### config.mk
export PLATFORM = sky130hd
export DESIGN_NAME = icache_refill_port
export DESIGN_NICKNAME = d
export VERILOG_FILES = /design/src/rtl/icache_refill_port.sv
export SDC_FILE = /design/constraint.sdc
export NUM_CORES = 1
export LEC_CHECK = 0
export ABC_AREA = 1
export CAP_MARGIN = 20
export CORE_MARGIN = 2
export CORE_UTILIZATION = 40
export CTS_CLUSTER_SIZE = 24
export DETAILED_ROUTE_END_ITERATION = 8
export PLACE_DENSITY = 0.67
export SLEW_MARGIN = 20
export SYNTH_ARGS = -nofsm -noshare
export SYNTH_HDL_FRONTEND = slang
export SYNTH_SLANG_ARGS = --single-unit
### constraint.sdc
create_clock -name clk -period 4.7 [get_ports clk]
set_input_delay 1.175 -clock clk [delete_from_list [all_inputs] [get_ports clk]]
set_output_delay 1.175 -clock clk [all_outputs]
set_load 0.02 [all_outputs]
### src/rtl/icache_refill_port.sv
`default_nettype none
// ============================================================================
// Module   : icache_refill_port
// Purpose  : Memory-side responder for the instruction-cache line refill
//            interface. Each refill request becomes one AXI4 INCR burst of
//            LINE_WORDS 32-bit beats. The beats are assembled into a cache
//            line, which is returned with a single-cycle ret_valid pulse.
// Ports    : clk, reset (async, active-low)
//            rd_req / rd_addr       - refill request from the icache
//            ret_valid / ret_data   - returned line, word i at [32i+31:32i]
//            ar*                    - AXI read address channel (master side)
//            r*                     - AXI read data channel (master side)
//            bus_err                - sticky error flag, cleared by reset only
// Options  : `define ICACHE_REFILL_LINE_BUF_EN keeps the tag of the last
//            good line. A repeat request for that line is then answered
//            from ret_data without any AXI traffic.
// Revision : 1.0 - initial release
// ============================================================================
module icache_refill_port #(
   parameter int         LINE_WORDS = 8,
   parameter logic [3:0] ARID_VAL   = 4'h0,
   parameter int         OFFSET_W   = 5
) (
   input  logic                     clk,
   input  logic                     reset,
   input  logic                     rd_req,
   input  logic [31:0]              rd_addr,
   output logic                     ret_valid,
   output logic [32*LINE_WORDS-1:0] ret_data,
   output logic                     arvalid,
   input  logic                     arready,
   output logic [31:0]              araddr,
   output logic [7:0]               arlen,
   output logic [2:0]               arsize,
   output logic [1:0]               arburst,
   output logic [3:0]               arid,
   input  logic                     rvalid,
   output logic                     rready,
   input  logic [31:0]              rdata,
   input  logic [1:0]               rresp,
   input  logic                     rlast,
   input  logic [3:0]               rid,
   output logic                     bus_err
);

   localparam int                 c_CNT_W = (LINE_WORDS > 1) ? $clog2(LINE_WORDS) : 1;
   localparam logic [c_CNT_W-1:0] c_LAST  = c_CNT_W'(LINE_WORDS - 1);

   typedef enum logic [2:0] {
      S_IDLE  = 3'd0,
      S_AR    = 3'd1,
      S_R     = 3'd2,
      S_RESP  = 3'd3,
      S_DRAIN = 3'd4
   } state_t;

   state_t                    state_q;
   logic                      arvalid_q;
   logic                      rready_q;
   logic                      ret_valid_q;
   logic                      bus_err_q;
   logic [31:0]               araddr_q;
   logic [c_CNT_W-1:0]        cnt_q;
   logic [32*LINE_WORDS-1:0]  line_q;
   logic [32*LINE_WORDS-1:0]  ret_data_q;

   logic [32*LINE_WORDS-1:0]  w_line_d;
   logic [31:0]               w_line_addr;
   logic                      w_beat;
   logic                      w_last;
   logic                      w_beat_err;
   logic                      w_hit;

   // Byte-offset bits of rd_addr are dropped by line alignment.
   logic                      w_unused_offset;
   assign w_unused_offset = ^rd_addr[OFFSET_W-1:0];

   assign w_line_addr = {rd_addr[31:OFFSET_W], {OFFSET_W{1'b0}}};
   assign w_beat      = (state_q == S_R) && rvalid && rready_q;
   assign w_last      = (cnt_q == c_LAST);

   // The final beat must carry rlast, and no earlier beat may carry it.
   assign w_beat_err  = (rresp != 2'b00) || (rid != ARID_VAL) ||
                        (w_last ? !rlast : rlast);

   // Line with the current beat merged into slot cnt_q. On the final beat
   // this value goes straight to ret_data, so ret_data only changes when a
   // whole line is complete.
   for (genvar gi = 0; gi < LINE_WORDS; gi++) begin : g_word
      assign w_line_d[32*gi +: 32] = (cnt_q == c_CNT_W'(gi)) ? rdata
                                                            : line_q[32*gi +: 32];
   end

`ifdef ICACHE_REFILL_LINE_BUF_EN
   logic [31-OFFSET_W:0] tag_q;
   logic                 tag_vld_q;
   logic                 burst_err_q;

   // Tag of the most recent line returned without error. Any error in a
   // burst invalidates the entry, because ret_data then holds a suspect line.
   always_ff @(posedge clk or negedge reset) begin
      if (!reset) begin
         tag_q       <= '0;
         tag_vld_q   <= 1'b0;
         burst_err_q <= 1'b0;
      end else begin
         if ((state_q == S_IDLE) && rd_req && !w_hit) begin
            burst_err_q <= 1'b0;
         end else if (w_beat && w_beat_err) begin
            burst_err_q <= 1'b1;
         end
         if (w_beat && w_last) begin
            tag_vld_q <= !(burst_err_q || w_beat_err);
            tag_q     <= araddr_q[31:OFFSET_W];
         end
      end
   end

   assign w_hit = tag_vld_q && (rd_addr[31:OFFSET_W] == tag_q);
`else
   assign w_hit = 1'b0;
`endif

   always_ff @(posedge clk or negedge reset) begin
      if (!reset) begin
         state_q     <= S_IDLE;
         arvalid_q   <= 1'b0;
         rready_q    <= 1'b0;
         ret_valid_q <= 1'b0;
         bus_err_q   <= 1'b0;
         araddr_q    <= '0;
         cnt_q       <= '0;
         line_q      <= '0;
         ret_data_q  <= '0;
      end else begin
         ret_valid_q <= 1'b0;
         case (state_q)
            S_IDLE: begin
               if (rd_req) begin
                  if (w_hit) begin
                     // Requested line is already on ret_data.
                     ret_valid_q <= 1'b1;
                     state_q     <= S_RESP;
                  end else begin
                     araddr_q    <= w_line_addr;
                     arvalid_q   <= 1'b1;
                     state_q     <= S_AR;
                  end
               end
            end
            S_AR: begin
               if (arready) begin
                  arvalid_q <= 1'b0;
                  rready_q  <= 1'b1;
                  cnt_q     <= '0;
                  state_q   <= S_R;
               end
            end
            S_R: begin
               if (w_beat) begin
                  line_q <= w_line_d;
                  cnt_q  <= cnt_q + c_CNT_W'(1);
                  if (w_beat_err) begin
                     bus_err_q <= 1'b1;
                  end
                  // The burst always ends on the LINE_WORDS-th beat, whatever rlast says.
                  if (w_last) begin
                     rready_q    <= 1'b0;
                     ret_data_q  <= w_line_d;
                     ret_valid_q <= 1'b1;
                     state_q     <= S_RESP;
                  end
               end
            end
            S_RESP: begin
               state_q <= S_DRAIN;
            end
            S_DRAIN: begin
               // Absorbs the icache's one-cycle lag in dropping rd_req.
               state_q <= S_IDLE;
            end
            default: begin
               state_q <= S_IDLE;
            end
         endcase
      end
   end

   assign ret_valid = ret_valid_q;
   assign ret_data  = ret_data_q;
   assign arvalid   = arvalid_q;
   assign araddr    = araddr_q;
   assign arlen     = 8'(LINE_WORDS - 1);
   assign arsize    = 3'b010;
   assign arburst   = 2'b01;
   assign arid      = ARID_VAL;
   assign rready    = rready_q;
   assign bus_err   = bus_err_q;

endmodule
`default_nettype wire

==> reports/metrics.cfg, run 1 <==
[run_status]
status=complete, no violations

[floorplanning]
io_pins=385
fp.dieArea_um2=57400
die_y_um=240
die_w_um=240
start_util_pct=40.4
core-area_um2=55000
fp-row-count=86

[place]
io_buffers=357
place_congestion=0.794
dp_hpwl_mm=42.5

[synthesis]
yosysWarningCount=0
ys_top_cells_by_area=dfrtp_1, nand2_1, o21ai_0, clkbuf_1, buf_2
netlist-cell-type-count=21
synth_area_um2=22200
yosysSeqAreaShare_pct=58.3
ys_ff_latch=517
avgSynthCellArea_um2=8.24
yosysTopAreaCellShare_pct=58.3
yosys.area.top_type=dfrtp_1
synthCells=2693

[timing]
finalHoldViolations=0
rsz0062_at_grt=no
fin_tns_setup_ns=0
slew_violations=0
post-route-min-period_ns=2.86
timing.final.crit_share_pct=60.8
skew_ns=0.0245
tightestPinTransition_ns=0.995
setup_viol=0
whs_ns=0.478
clock.fmax_mhz=350
relSlewSlack_pct=33.7

[clocking]
post-cts-setup-buffers=0
root_buffer=clkbuf_16
htree_levels=2
cts_tree=yes
cts.sinks=517
cts_resized=0
clkTransAtPathRegs_ns=0.06
cts-buffers-inserted=56
ctsHoldBuffers=0
clock_latency_ns=0.61
max-clock-path-buffers=3

[route]
route.detailed.drc=0
wl_per_cell_um=19.0
vias=19100
dr.pass1.iters=6
postRouteAntennaNets=0
wirelength_mm=71.1
dr.first_iter.drc_count=1731
vias_per_cell=5.11

[hold_path]
worstHoldPathCells=2
hold_class=reg2reg

[power_and_ir_drop]
leakagePower_nw=14.2
p_per_area_nw_per_um2=338
ir_drop_uv=302

[final_layout]
drive_above_1_share_pct=4.18
area_delta_synth_final_pct=26.9
nets=3032

[grt]
grt_pass1_vias=18600
overflow=0
grt_pass1_wl_mm=109
grt.total_usage_pct=25.0
antenna_found_initial=6
grt_max_degree=190

[setup_path]
endpoint_kind=output port
crit_chain=clkdlybuf4s50_1
crit_buf_inv=1
worst-r2r-cell-count=7
cp.depth=1
slowest_delay_ns=0.68
crit_type=reg2out
cp-start-kind=flop
crit_slowest_cell=clkdlybuf4s50_1
crit_family=buffers and inverters
critical_path_arrival_ns=1.68
worstPathRequired_ns=3.52
crit_path_max_fanout=3

[job]
drv_cap=0

==> synth_stat cells <==
master / n
conb_1: 2
ha_1: 6
o21a_1: 32
nand3b_1: 1
o21ai_0: 507
buf_2: 53
nor2_1: 9
nor3_1: 1
buf_1: 5
clkbuf_1: 107
buf_4: 24
xor2_1: 1
inv_1: 68
nand2_1: 1335
dfrtp_1: 517
nand3_1: 10
nor2_4: 2
buf_6: 10
nand2_2: 1
nor3_2: 1
nand4_1: 1
==> routing by layer <==
layer	share of wire (%)	vias to the layer above	track usage, %
met4	4.5	2	11.1
met2	48	736	41.5
li1	-	8988	-
met3	7.8	153	5.70
met5	0.018	-	0
met1	40	9239	31.1
==> logic make-up (layout without fill, tap and decap cells) <==
group | after synthesis | count (layout) | share of synthesized area (%)
xor+xnor | 1 | 1 | 0.0395
flops | 517 | 517 | 58.3
compound gates | 539 | 539 | 12.5
fa+ha+maj | 6 | 6 | 0.338
simple gates | 1361 | 1361 | 23.2
buf+inv | 267 | 546 | 5.56
other cells | 2 | 24 | 0.0338
==> stage by stage <==
stage          area (um2)  worst slack, ns  std cells  power [mW]  utilization [%]
5_1_grt             28200             1.78       3741        9.81             51.2
3_5_place_dp        26100             1.47       3640        4.84             47.5
2_1_floorplan       22300             2.38       2713        4.60                -
6_report            28200             1.84       3742        9.51             51.2
3_3_place_gp        26100             1.52       3640        4.83             47.5
4_1_cts             28100             1.79       3740        9.61             51.1
==> placed cells by master, fill, tap and decap left out, types with 2 or more instances in the layout <==
cell type / Yosys / final
buf_4: 24 / 11
nand2_4: 0 / 8
bufinv_16: 0 / 10
nand3_1: 10 / 10
buf_12: 0 / 9
o21a_1: 32 / 32
clkdlybuf4s50_1: 0 / 356
clkinv_2: 0 / 10
nor2_4: 2 / 2
o21ai_0: 507 / 507
clkbuf_16: 0 / 57
diode_2: 0 / 2
nor2_1: 9 / 9
nand2_1: 1335 / 1327
inv_1: 68 / 68
clkbuf_8: 0 / 10
clkbuf_1: 107 / 10
conb_1: 2 / 22
dfrtp_1: 517 / 517
ha_1: 6 / 5
==> registers in the layout (all words and copies together), names as in the netlist <==
name       flops
araddr        27
bus_err        1
ret_data     256
cnt_q          3
rready         1
ret_valid      1
state_q        3
arvalid        1
line_q       224
==> power breakdown <==
part,switching (mW),internal [mW]
Sequential,0,4.45
Combinational,0.226,0.0701
Clock,1.85,2.92
==> path summary, 6_finish.rpt <==
| path | startpoint | endpoint | slack, ns |
|---|---|---|---|
| hold reg to reg | ret_data[17]$_DFFE_PN0P_ | ret_data[17]$_DFFE_PN0P_ | 0.48 |
| max in group asynchronous | reset | ret_data[154]$_DFFE_PN0P_ | 2.91 |
| setup / recovery | rready$_DFFE_PN0P_ | rready | 1.84 |
| setup reg to reg | cnt_q[1]$_DFFE_PN0P_ | ret_data[203]$_DFFE_PN0P_ | 2.13 |
| min in group asynchronous | reset | ret_data[47]$_DFFE_PN0P_ | 0.64 |
| hold / removal | ret_data[17]$_DFFE_PN0P_ | ret_data[17]$_DFFE_PN0P_ | 0.48 |
==> final cells by class <==
cell class                 instances  area, um2
tap                              748        936
multi-input combinational       1929       8190
clock inverter                    23        378
fill                            4994      26800
inverter                          68        255
timing repair buffer             378       3850
antenna                            2       5.00
sequential                       517      12900
clock buffer                      77       1600
Note: power is estimated with default switching activity, not from simulation.
==> run 2: changes to the inputs <==
PLACE_DENSITY = 0.7   (was 0.67)
clock period = 2.5 ns   (was 4.7 ns; I/O delays follow)
==> run 2 against run 1 <==
  * Sequential power grew 88%
  * Clock power up 78%
  * Non-clock buffer count up 65
  * Sequential share of layout area fell by 0.82 points
  * Critical path type unchanged
  * Largest power group unchanged
==> reports/metrics.cfg, run 2 (synthesized netlist as in run 1, its figures left out) <==
[final_layout]
final_cell_mix=nand2_1, dfrtp_1, o21ai_0, clkdlybuf4s50_1, inv_1
drive_above_1_share_pct=6.12  ; +1.9 points
final_common_cell=nand2_1
n_antenna_cell=0  ; -2
area_delta_synth_final_pct=29.2
nFillCells=4902  ; -1.8%
nets=3096  ; +2.1%
largest_register_ff_count=256  ; unchanged

[setup_path]
crit_family=buffers and inverters
crit_buf_inv=1  ; unchanged
crit_type=reg2out
cp.depth=1  ; unchanged
cp-start-kind=flop
worst-r2r-cell-count=7  ; unchanged
worstPathRequired_ns=1.88  ; -1.64 ns
crit_path_max_fanout=2  ; -1
slowest_delay_ns=0.73  ; +0.05 ns
regToRegStartpoint=cnt_q[0]$_DFFE_PN0P_
crit_chain=clkdlybuf4s50_1
cp-startpoint=ret_data[138]$_DFFE_PN0P_
critical_path_arrival_ns=1.67  ; about the same
endpoint_kind=output port
crit_slowest_cell=clkdlybuf4s50_1

[power_and_ir_drop]
p_per_area_nw_per_um2=610  ; +81%
leakagePower_nw=14.4  ; +1.9%
ir_drop_uv=465  ; +54%
power.total_mw=17.5  ; +84%

[clocking]
cts-buffers-inserted=55  ; -1.8%
root_buffer=clkbuf_16
clkTransAtPathRegs_ns=0.06  ; about the same
htree_levels=2  ; unchanged
clock_latency_ns=0.60  ; about the same
post-cts-setup-buffers=0  ; unchanged
ctsHoldBuffers=0  ; unchanged
cts.sinks=517  ; unchanged
cts_tree=yes
max-clock-path-buffers=3  ; unchanged
cts_resized=0  ; unchanged

[place]
place_congestion=0.816  ; +2.9%
dp_hpwl_mm=45.1  ; +6.2%
io_buffers=357  ; unchanged
post-place-ws_ns=0.177  ; -1.29 ns

[grt]
grt.total_usage_pct=24.7  ; -0.22 points
antenna_found_initial=6  ; unchanged
grt_max_degree=150  ; -21%
overflow=0  ; unchanged
grt_pass1_wl_mm=109  ; -0.48%
grt_pass1_vias=19000  ; +1.9%

[hold_path]
hold_class=in2async

[route]
dr.first_iter.drc_count=1756  ; +1.4%
route.detailed.drc=0  ; unchanged
wirelength_mm=71.2  ; about the same
wl_per_cell_um=18.7  ; -1.6%
vias=19600  ; +2.5%
postRouteAntennaNets=0  ; unchanged
vias_per_cell=5.15  ; +0.73%
dr.pass1.iters=7  ; +1

[timing]
tightestPinTransition_ns=0.963  ; -0.0323 ns
timing.final.crit_share_pct=91.9
fin_tns_setup_ns=0  ; unchanged
whs_ns=0.0184  ; -0.460 ns
clock.fmax_mhz=435
post-route-min-period_ns=2.30
skew_ns=0.0138  ; -0.0107 ns
slew_violations=0  ; unchanged
rsz0062_at_grt=no
setup_viol=0  ; unchanged
layout_setup_ws_ns=0.203  ; -1.64 ns
relSlewSlack_pct=35.8  ; +2.2 points
finalHoldViolations=0  ; unchanged

[floorplanning]
fp.dieArea_um2=57400  ; unchanged
core-area_um2=55000  ; unchanged
die_y_um=240  ; unchanged
fp-row-count=86  ; unchanged
die_w_um=240  ; unchanged
start_util_pct=40.4  ; unchanged
io_pins=385  ; unchanged

[run_status]
status=complete, no violations

[job]
drv_cap=0  ; unchanged

==> run 2: layout make-up <==
| cell class | count | area (um2) | area share (%) |
|---|---|---|---|
| Inverter | 68 | 255 | 0.890 |
| Clock buffer | 80 | 1600 | 5.59 |
| Clock inverter | 21 | 277 | 0.965 |
| Sequential cell | 517 | 12900 | 45.1 |
| Multi-Input combinational cell | 1929 | 8150 | 28.4 |
| Timing Repair Buffer | 443 | 4510 | 15.7 |
| Tap cell | 748 | 936 | 3.26 |
==> run 2: path summary, 6_finish.rpt <==
check / endpoint / slack (ns)
min in group clk: bus_err$_DFFE_PN0P_ / 0.47
hold / removal: araddr[6]$_DFFE_PN0P_ / 0.02
setup / recovery: ret_data[138] / 0.20
hold reg to reg: bus_err$_DFFE_PN0P_ / 0.47
max in group asynchronous: line_q[4]$_DFFE_PN0P_ / 1.67
setup reg to reg: ret_data[195]$_DFFE_PN0P_ / 0.35
==> run 2: metrics by stage <==
stage               area [um2]  std cells  utilization [%]
finish                   28700       3806             52.1
global placement         26800       3705             48.7
global route             28700       3806             52.1
CTS                      28700       3806             52.1
detailed placement       26800       3705             48.7
floorplan                22300       2713                -
==> run 2: report_power, final <==
part	switching, mW	internal [mW]	leakage, nW
sequential	0	8.37	7.22
clock	3.43	5.07	0.914
combinational	0.446	0.184	6.31
==> run 2: per-layer routing <==
| layer | routed length (um) | track usage [%] |
|---|---|---|
| met5 | 13 | 0 |
| met4 | 3780 | 12.8 |
| met3 | 6130 | 5.92 |
| met2 | 33300 | 39.5 |
| met1 | 27900 | 31.4 |
